### src/rtl/fir_mac_serial_if.sv
// Sample, result and coefficient-write signals of the serial FIR MAC.
// The slave modport is the filter; the master modport is the sample source/sink.
interface fir_mac_serial_if #(
    parameter int WIDTH      = 16,
    parameter int COEF_WIDTH = 16,
    parameter int TAPS       = 8,
    parameter int OUT_WIDTH  = WIDTH + 3
) ();
    localparam int AW = $clog2(TAPS);

    logic signed [WIDTH-1:0]      in_data;
    logic                         in_valid;
    logic                         in_ready;
    logic signed [OUT_WIDTH-1:0]  out_data;
    logic                         out_valid;
    logic                         out_ready;
    logic                         coef_we;
    logic [AW-1:0]                coef_addr;
    logic [COEF_WIDTH-1:0]        coef_data;
    logic                         coef_err;
    logic                         sat;

    modport slave (
        input  in_data, in_valid, out_ready, coef_we, coef_addr, coef_data,
        output in_ready, out_data, out_valid, coef_err, sat
    );

    modport master (
        output in_data, in_valid, out_ready, coef_we, coef_addr, coef_data,
        input  in_ready, out_data, out_valid, coef_err, sat
    );
endinterface

### src/rtl/fir_mac_serial.sv
// Direct-form FIR filter with runtime-loadable coefficients and a single
// time-multiplexed multiply-accumulate shared by all taps. Valid/ready on
// both sides; the result is rounded half toward +inf and saturated.
module fir_mac_serial #(
    parameter int WIDTH      = 16,
    parameter int COEF_WIDTH = 16,
    parameter int TAPS       = 8,
    parameter int OUT_WIDTH  = WIDTH + 3,
    parameter int OUT_SHIFT  = COEF_WIDTH - 1
) (
    input  logic              CLK,
    input  logic              rst,
    fir_mac_serial_if.slave   bus
);
    localparam int AW    = $clog2(TAPS);
    localparam int PW    = WIDTH + COEF_WIDTH;
    localparam int ACC_W = PW + $clog2(TAPS);
    // Wide enough for the rounding add and for comparing against the output range.
    localparam int RW    = ((ACC_W + 1) > OUT_WIDTH) ? (ACC_W + 2) : (OUT_WIDTH + 1);

    localparam logic signed [RW-1:0] RND     = (RW'(1) << OUT_SHIFT) >> 1;
    localparam logic signed [RW-1:0] SAT_MAX = {{(RW-OUT_WIDTH+1){1'b0}}, {(OUT_WIDTH-1){1'b1}}};
    localparam logic signed [RW-1:0] SAT_MIN = {{(RW-OUT_WIDTH+1){1'b1}}, {(OUT_WIDTH-1){1'b0}}};
    localparam logic signed [OUT_WIDTH-1:0] OUT_MAX = {1'b0, {(OUT_WIDTH-1){1'b1}}};
    localparam logic signed [OUT_WIDTH-1:0] OUT_MIN = {1'b1, {(OUT_WIDTH-1){1'b0}}};

    typedef enum logic [1:0] {
        IDLE,
        MAC,
        OUT
    } state_t;

    state_t                       state_q, state_d;
    logic                         live_q;
    logic signed [WIDTH-1:0]      d_q [TAPS];
    logic signed [WIDTH-1:0]      d_d [TAPS];
    logic signed [COEF_WIDTH-1:0] c_q [TAPS];
    logic signed [COEF_WIDTH-1:0] c_d [TAPS];
    logic signed [ACC_W-1:0]      acc_q, acc_d;
    logic [AW-1:0]                tap_q, tap_d;
    logic signed [OUT_WIDTH-1:0]  out_q, out_d;
    logic                         out_valid_q, out_valid_d;
    logic                         sat_q, sat_d;
    logic                         err_q, err_d;

    logic                         addr_ok;
    logic                         accept;
    logic                         coef_wr;
    logic signed [PW-1:0]         prod;
    logic signed [RW-1:0]         rnd_sum;
    logic signed [RW-1:0]         r;

    if (TAPS == (1 << AW)) begin : g_addr_full
        assign addr_ok = 1'b1;
    end else begin : g_addr_part
        assign addr_ok = bus.coef_addr < AW'(TAPS);
    end

    assign bus.in_ready  = live_q && (state_q == IDLE);
    assign bus.out_data  = out_q;
    assign bus.out_valid = out_valid_q;
    assign bus.sat       = sat_q;
    assign bus.coef_err  = err_q;

    assign accept  = bus.in_ready && bus.in_valid;
    assign coef_wr = bus.coef_we && (state_q == IDLE) && addr_ok;
    assign prod    = PW'(d_q[tap_q]) * PW'(c_q[tap_q]);
    assign rnd_sum = RW'(acc_q) + RND;
    assign r       = rnd_sum >>> OUT_SHIFT;

    // State register.
    always_ff @(posedge CLK or negedge rst) begin
        if (!rst) state_q <= IDLE;
        else      state_q <= state_d;
    end

    // Datapath registers: delay line, coefficients, accumulator and result.
    always_ff @(posedge CLK or negedge rst) begin
        if (!rst) begin
            live_q      <= 1'b0;
            d_q         <= '{default: '0};
            c_q         <= '{default: '0};
            acc_q       <= '0;
            tap_q       <= '0;
            out_q       <= '0;
            out_valid_q <= 1'b0;
            sat_q       <= 1'b0;
            err_q       <= 1'b0;
        end else begin
            live_q      <= 1'b1;
            d_q         <= d_d;
            c_q         <= c_d;
            acc_q       <= acc_d;
            tap_q       <= tap_d;
            out_q       <= out_d;
            out_valid_q <= out_valid_d;
            sat_q       <= sat_d;
            err_q       <= err_d;
        end
    end

    // Next state, sample shift, MAC step, coefficient write and result load.
    always_comb begin
        state_d     = state_q;
        d_d         = d_q;
        c_d         = c_q;
        acc_d       = acc_q;
        tap_d       = tap_q;
        out_d       = out_q;
        out_valid_d = out_valid_q;
        sat_d       = sat_q;
        err_d       = bus.coef_we && !coef_wr;

        if (coef_wr) c_d[bus.coef_addr] = bus.coef_data;

        case (state_q)
            IDLE: begin
                if (accept) begin
                    d_d[0] = bus.in_data;
                    for (int unsigned i = 1; i < TAPS; i++) d_d[AW'(i)] = d_q[AW'(i - 1)];
                    acc_d   = '0;
                    tap_d   = '0;
                    state_d = MAC;
                end
            end
            MAC: begin
                acc_d = acc_q + ACC_W'(prod);
                tap_d = tap_q + 1'b1;
                if (tap_q == AW'(TAPS - 1)) state_d = OUT;
            end
            OUT: begin
                // First OUT cycle registers the rounded/saturated result so that
                // rounding and clipping sit off the multiplier path.
                if (!out_valid_q) begin
                    out_valid_d = 1'b1;
                    if (r > SAT_MAX) begin
                        out_d = OUT_MAX;
                        sat_d = 1'b1;
                    end else if (r < SAT_MIN) begin
                        out_d = OUT_MIN;
                        sat_d = 1'b1;
                    end else begin
                        out_d = OUT_WIDTH'(r);
                        sat_d = 1'b0;
                    end
                end else if (bus.out_ready) begin
                    out_valid_d = 1'b0;
                    state_d     = IDLE;
                end
            end
            default: state_d = IDLE;
        endcase
    end
endmodule
### src/flat_wrapper.sv
// flat-port wrapper written by rule: the top's interface ports become plain ports
module fir_mac_serial_flat 
#(
    parameter int WIDTH      = 16,
    parameter int COEF_WIDTH = 16,
    parameter int TAPS       = 8,
    parameter int OUT_WIDTH  = WIDTH + 3,
    parameter int OUT_SHIFT  = COEF_WIDTH - 1
)
  (CLK, rst, bus_in_data, bus_in_valid, bus_out_ready, bus_coef_we, bus_coef_addr, bus_coef_data, bus_in_ready, bus_out_data, bus_out_valid, bus_coef_err, bus_sat);
  fir_mac_serial_if #(.WIDTH(WIDTH), .COEF_WIDTH(COEF_WIDTH), .TAPS(TAPS), .OUT_WIDTH(OUT_WIDTH)) bus_i ();
  input  logic CLK;
  input  logic rst;
  input wire logic [$bits(bus_i.in_data)-1:0] bus_in_data;
  input wire logic [$bits(bus_i.in_valid)-1:0] bus_in_valid;
  input wire logic [$bits(bus_i.out_ready)-1:0] bus_out_ready;
  input wire logic [$bits(bus_i.coef_we)-1:0] bus_coef_we;
  input wire logic [$bits(bus_i.coef_addr)-1:0] bus_coef_addr;
  input wire logic [$bits(bus_i.coef_data)-1:0] bus_coef_data;
  output wire logic [$bits(bus_i.in_ready)-1:0] bus_in_ready;
  output wire logic [$bits(bus_i.out_data)-1:0] bus_out_data;
  output wire logic [$bits(bus_i.out_valid)-1:0] bus_out_valid;
  output wire logic [$bits(bus_i.coef_err)-1:0] bus_coef_err;
  output wire logic [$bits(bus_i.sat)-1:0] bus_sat;
  assign bus_i.in_data = bus_in_data;
  assign bus_i.in_valid = bus_in_valid;
  assign bus_i.out_ready = bus_out_ready;
  assign bus_i.coef_we = bus_coef_we;
  assign bus_i.coef_addr = bus_coef_addr;
  assign bus_i.coef_data = bus_coef_data;
  assign bus_in_ready = bus_i.in_ready;
  assign bus_out_data = bus_i.out_data;
  assign bus_out_valid = bus_i.out_valid;
  assign bus_coef_err = bus_i.coef_err;
  assign bus_sat = bus_i.sat;
  fir_mac_serial #(.WIDTH(WIDTH), .COEF_WIDTH(COEF_WIDTH), .TAPS(TAPS), .OUT_WIDTH(OUT_WIDTH), .OUT_SHIFT(OUT_SHIFT)) u_core (.CLK(CLK), .rst(rst), .bus(bus_i));
endmodule
### config.mk
export PLATFORM = sky130hd
export DESIGN_NAME = fir_mac_serial_flat
export DESIGN_NICKNAME = d
export VERILOG_FILES = /design/src/rtl/fir_mac_serial_if.sv /design/src/rtl/fir_mac_serial.sv /design/src/flat_wrapper.sv
export SDC_FILE = /design/constraint.sdc
export NUM_CORES = 1
export LEC_CHECK = 0
export CAP_MARGIN = 10
export CORE_ASPECT_RATIO = 0.9
export CORE_MARGIN = 2
export CORE_UTILIZATION = 40
export DETAILED_ROUTE_END_ITERATION = 10
export PLACE_DENSITY = 0.67
export SETUP_SLACK_MARGIN = 0.2
export SYNTH_ARGS = -nofsm -noshare
export SYNTH_HDL_FRONTEND = slang
export SYNTH_SLANG_ARGS = --single-unit
### constraint.sdc
create_clock -name CLK -period 12.05 [get_ports CLK]
set_clock_uncertainty 0.05 [all_clocks]
set_input_delay 2.41 -clock CLK [delete_from_list [all_inputs] [get_ports CLK]]
set_output_delay 2.41 -clock CLK [all_outputs]
set_load 0.02 [all_outputs]
==> metrics.txt <==
fin nets=slightly below 3000; CP Capture Type=flip-flop; final WL=59900 µm; max-slew violations=0; Worst Path Max Fanout=37; Ant. Diodes=0; # hold bufs at CTS=0; Clock Latency Late Sink=between 500 and 600 ps; Post-Layout Inst Area=roughly 0.028 mm²; WP data required=about 12000 ps; CTS tree=built; H-tree levels=2; largest net degree at the start of global routing=129; synthesis-stage register bit count=roughly 320; vias=about 17000; worst rel slew slack=approximately a quarter; area of the core=approximately 0.063 mm²; CP Cell Sequence=buf_4, mux4_2, mux2i_1, nor2_1, fa_1, inv_1, fa_1, fa_1, inv_1, fa_1, fa_1, inv_1, fa_1, inv_1, ha_1, a21o_1, a21o_1, a211oi_1, o221ai_1, o31ai_2, o21ai_0, a311oi_1, o31ai_1; Worst EP arrival=approximately 9200 ps; max_cap viols=0; drt initial violations=between 1000 and 1500; Fin Setup TNS=0 ps; post-synthesis sequential area ratio=31.4%; Clk pin slew, worst setup/hold paths=~60 ps; vias in the first global route=between 15000 and 20000; unrepaired setup endpoints after global routing=false; Die Area=roughly 0.066 mm²; CTS buffer count=37; syn_area_per_cell=~10 µm²; max incr delay on CP=1010 ps; status=finished, final reports clean; Post CTS Setup Buffer Count=0; Ys Warns=0; cts repair resizes=0; Reg2Reg Setup Slack=roughly 3200 ps; Final Cycle Share=between 70% and 80%; routed len/inst=17.7 µm; I/O Buffers=62; Async SR Flop Fraction=100%; drt drc=0; number of flops mapped to enable cells by yosys=0; detailed placement HPWL=roughly 44000 µm; slowest stage cell on the critical path=dfrtp_2; die height=243 µm; Placed Instance Area=approximately 0.027 mm²; crit-path leading delay family=adder cells; Congestion Overflow GR=0; Routed Antenna Nets=0; count leader, synth=nand2_1; CP Launch Type=flip-flop; CP bufs+invs=5; Fmax achieved=between 100 and 150 MHz; Initial Utilization=between 40 and 50%; worst hold path class=reg2reg; Synth Net Count=about 2900; Tmin final=8870 ps; vias per inst=~5.2; Die X=about 270 µm; first-pass iteration count of the detailed router=5; area delta synth->final=11.2%; first-pass GRT wire length=just over 100000 µm; # clock sinks=319; CTS Root Cell=clkbuf_16; Synth top cells by count=nand2_1, inv_1, dfrtp_1; Mapped Cells=roughly 2500; measured slew at the worst slew-check pin=between 1000 and 1500 ps; Final Hold Viols=0; gr usage total=19.1%; CP dominant cell by count=fa_1; Netlist cell types=62; placement row count=between 80 and 90; Most used DFF post-synth=dfrtp_1; final setup violation count=0; Area contributors post-synth=dfrtp_1, fa_1, nand2_1; global placement routability congestion=around 0.91; Yosys top cell area share=between 30% and 40%; initial antenna violation count=3; largest area contributor in the netlist=dfrtp_1; CP Class=reg2reg; share of layout cells above drive strength 1=roughly an eighth; Boundary Pins=between 60 and 70; CTS max path bufs=3; Post-Syn Area=~0.025 mm²
[tightest hold or removal path, cell delays in order (launching register included)]
cell and delay [ps]:
dfrtp_1 340, nand2_1 50, nand2_1 60
[final timing paths]
check | cells past startpoint | end | startpoint
max | 23 | u_core.acc_q[32] | u_core.tap_q[1]
min | 2 | u_core.d_q[2] | u_core.d_q[2]
max reg2reg | 23 | u_core.acc_q[32] | u_core.tap_q[1]
min reg2reg | 2 | u_core.d_q[2] | u_core.d_q[2]
max in group asynchronous | 2 | u_core.c_q[31] | rst
min in group asynchronous | 1 | u_core.d_q[119] | rst
[cells by family after synthesis]
| logic type | Yosys count | share of synthesized area [%] |
|---|---|---|
| other | 1 | 0.0147 |
| AO/OA/AOI/OAI | 150 | 3.97 |
| buffers and inverters | 471 | 7.01 |
| flip-flops | 319 | 31.4 |
| XOR/XNOR | 50 | 1.72 |
| adder cells (fa/ha/maj) | 417 | 29.6 |
| multiplexers | 241 | 13.4 |
| AND/OR/NAND/NOR | 817 | 12.9 |
[sequential cells by signal, indices dropped and copies added, names as in the netlist]
register / cells
u_core.bus.sat: 1
u_core.state_q: 2
u_core.bus.coef_err: 1
u_core.c_q: 128
u_core.bus.out_data: 19
u_core.live_q: 1
u_core.bus.out_valid: 1
u_core.acc_q: 35
u_core.tap_q: 3
u_core.d_q: 128
[layer usage]
| metal | vias to the layer above | global-route usage, % | routed length, µm | part of all wire (%) |
|---|---|---|---|---|
| met1 | 9034 | 25.0 | 25400 | 42 |
| met3 | 91 | 3.43 | 3270 | 5.5 |
| li1 | 7872 | - | - | - |
| met5 | - | 0 | 13 | 0.022 |
| met4 | 2 | 5.85 | 1760 | 2.9 |
| met2 | 439 | 32.4 | 29400 | 49 |
[cell usage in the layout (no fill, tap or decap), types with 4 or more instances in the layout]
cell / netlist / layout
a211oi_1: 4 / 4
a21o_1: 11 / 11
a21oi_1: 23 / 23
and2_1: 6 / 6
and3_1: 10 / 9
buf_4: 1 / 26
bufinv_16: 0 / 4
clkbuf_1: 74 / 5
clkbuf_16: 0 / 38
clkbuf_8: 0 / 7
clkdlybuf4s50_1: 0 / 61
clkinv_2: 0 / 6
dfrtp_1: 319 / 316
fa_1: 310 / 310
ha_1: 107 / 107
inv_1: 378 / 378
mux2_2: 151 / 151
mux2i_1: 25 / 24
mux4_2: 64 / 64
nand2_1: 553 / 552
nand2b_1: 5 / 4
nand3_1: 40 / 40
nand4_1: 4 / 4
nor2_1: 168 / 168
nor2b_1: 8 / 8
nor3_1: 6 / 6
o211ai_1: 4 / 4
o21a_1: 6 / 6
o21ai_0: 51 / 51
o22a_1: 19 / 19
o31ai_1: 6 / 6
or3_1: 4 / 4
xnor2_1: 29 / 29
xor2_1: 21 / 21
[stage by stage]
step | utilization [%] | worst slack, ps | instances | hold WS [ps]
3_5_place_dp | 43.0 | 3310 | 3306 | 415
2_1_floorplan | - | 4370 | 2466 | 391
3_3_place_gp | 43.0 | 3450 | 3306 | 401
6_report | 45.0 | 3180 | 3374 | 424
4_1_cts | 45.0 | 3270 | 3374 | 430
5_1_grt | 45.0 | 2880 | 3374 | 459
[cell type report]
cell class / instances / area, µm²
Fill cell: 5778 / 34500
Timing Repair Buffer: 88 / 821
Tap cell: 845 / 1060
Clock inverter: 18 / 238
Inverter: 378 / 1420
Clock buffer: 50 / 1070
Sequential cell: 319 / 7990
Multi-Input combinational cell: 1676 / 15700
Power is not shown: default switching activity piles up to over one toggle a cycle in this logic, so the estimate is an artifact.
==> edit (same flow settings) <==
`COEF_WIDTH` is set to 16 in 3 places; all go to 14.
--- a/src/rtl/fir_mac_serial_if.sv
+++ b/src/rtl/fir_mac_serial_if.sv
@@ -3,5 +3,5 @@
 interface fir_mac_serial_if #(
     parameter int WIDTH      = 16,
-    parameter int COEF_WIDTH = 16,
+    parameter int COEF_WIDTH = 14,
     parameter int TAPS       = 8,
     parameter int OUT_WIDTH  = WIDTH + 3
--- a/src/rtl/fir_mac_serial.sv
+++ b/src/rtl/fir_mac_serial.sv
@@ -4,5 +4,5 @@
 module fir_mac_serial #(
     parameter int WIDTH      = 16,
-    parameter int COEF_WIDTH = 16,
+    parameter int COEF_WIDTH = 14,
     parameter int TAPS       = 8,
     parameter int OUT_WIDTH  = WIDTH + 3,
--- a/src/flat_wrapper.sv
+++ b/src/flat_wrapper.sv
@@ -3,5 +3,5 @@
 #(
     parameter int WIDTH      = 16,
-    parameter int COEF_WIDTH = 16,
+    parameter int COEF_WIDTH = 14,
     parameter int TAPS       = 8,
     parameter int OUT_WIDTH  = WIDTH + 3,
Ports: changed (resized bus_coef_data); port bits go from 63 to 61. The function was not compared with the original's and may differ.
==> edit against the original RTL <==
  * Non-clock buffer count fell by 9
  * Largest cell class unchanged
  * Setup slack got worse by 36 ps
  * Sequential cell count decreased by 18
  * Highest routed layer unchanged
  * Critical path depth grew 3
  * Sequential share of layout area grew 0.40 points
  * Critical path type unchanged
  * Routed wire length fell by 8.9%
  * Critical endpoint is now u_core.acc_q[30]$_DFFE_PN0P_
  * Area after synthesis down 5.9%
  * Cell area fell by 7.0%
Power is left out: the tool's default activity adds up to more than one toggle a clock period on the data nets, which glitch-free logic cannot reach.
==> edit: results (changes against the original RTL) <==
** Outcome
- The run finished with clean final reports.

** Timing
- The measured slew at the worst slew-check pin is 1087 ps (-14.43 ps).
- Worst hold-check slack :: 422.9 ps (-1.246 ps)
- Final critical path time including I/O delays and setup :: 8906 ps (+35.77 ps)

** Global routing
- The initial antenna violation count came to 1 (-2).
- The number of global-route vias before repair came to 16937 (-11%).
- Pin count of the biggest net entering global routing :: 200 (+55%)
- The total routing resource utilization after global routing is 18.30% (-0.82 points).
- Global-route wire length before repair :: 90.75 mm (-9.8%)

** Placement
- Number of cells after detailed placement :: 3140 (-5.0%)
- Area after DPL :: 25280 µm² (-6.3%)

** Critical path
- The maximum fanout count along the critical path was 32 (-14%).
- The stage delay of the slowest cell on the critical path is 870 ps (-140 ps).
- R2R setup slack :: 3140 ps (-40 ps)

** Clock network
- Source-to-sink clock delay at the later pin of the worst-skew pair :: 610 ps (+40 ps)
- Number of H-tree branching levels :: 1 (-1)
- The total clock buffers created by CTS was 31 (-16%).

** Route
- Routed via count :: 16273 (-6.7%)
- The routed metal-1 wire length is 25.20 mm (-0.79%).
- Routed wire length on met2 :: 24.38 mm (-17%)
- Routed met3 length :: 3.498 mm (+7.0%)
- Post-DR vias/cell :: 5.090 (-1.5%)
- Total Wirelength :: 54.53 mm (-8.9%)
- The number of optimization iterations in the first detailed-route pass is 6 (+1).

** Synth
- Synthesized netlist cell count :: 2376 (-3.6%)
- Cell types with the largest area share after synthesis :: sky130_fd_sc_hd__dfrtp_1 (31%), sky130_fd_sc_hd__fa_1 (23%), sky130_fd_sc_hd__nand2_1 (8.5%), sky130_fd_sc_hd__mux2_2 (6.3%), sky130_fd_sc_hd__inv_1 (5.9%)
- The post-synthesis sequential area ratio was 31.46% (+0.097 points).

** Layout
- Layout cell share with drive strength beyond 1 :: 12.97% (about the same)
- The largest registers in the layout are u_core.d_q (128), u_core.c_q (112), u_core.acc_q (33).
## edit: cell type report
type                            instances  area [µm²]
Multi-Input combinational cell       1600       14590
Tap cell                              783       979.7
Inverter                              377        1415
Sequential cell                       301        7538
Timing Repair Buffer                   79       760.7
Clock inverter                         11       105.1
Fill cell                            5463       33120
Clock buffer                           46       942.2
## edit: logic make-up after synthesis
| family | after synthesis | synth area share [%] |
|---|---|---|
| other cells | 1 | 0.01566 |
| simple gates | 793 | 13.60 |
| mux | 217 | 12.90 |
| compound gates | 166 | 4.322 |
| buf+inv | 475 | 7.692 |
| fa+ha+maj | 373 | 28.18 |
| xor+xnor | 50 | 1.829 |
| flops | 301 | 31.46 |
## edit: worst paths after layout
check	end	start	cells past startpoint
max in group asynchronous	u_core.tap_q[0]$_DFFE_PN0P_	rst	2
min reg2reg	u_core.d_q[5]$_DFFE_PN0P_	u_core.d_q[5]$_DFFE_PN0P_	2
max reg2reg	u_core.acc_q[30]$_DFFE_PN0P_	u_core.tap_q[1]$_DFFE_PN0P_	26
min in group asynchronous	u_core.acc_q[5]$_DFFE_PN0P_	rst	1
max	u_core.acc_q[30]$_DFFE_PN0P_	u_core.tap_q[1]$_DFFE_PN0P_	26
min	u_core.d_q[5]$_DFFE_PN0P_	u_core.d_q[5]$_DFFE_PN0P_	2
## edit: layer usage
layer	vias to the layer above	GRT usage (%)
li1	7476	-
met1	8192	26.82
met2	493	27.93
met3	110	3.621
met4	2	4.468
met5	-	0
## edit: critical path: cells and delay by family (launching register included)
family / cells / cell delay, ps
fa+ha+maj: 7 / 3410
buf+inv: 8 / 1510
simple gates: 4 / 1250
compound gates: 4 / 960
flops: 1 / 870
mux: 2 / 540
xor+xnor: 1 / 160
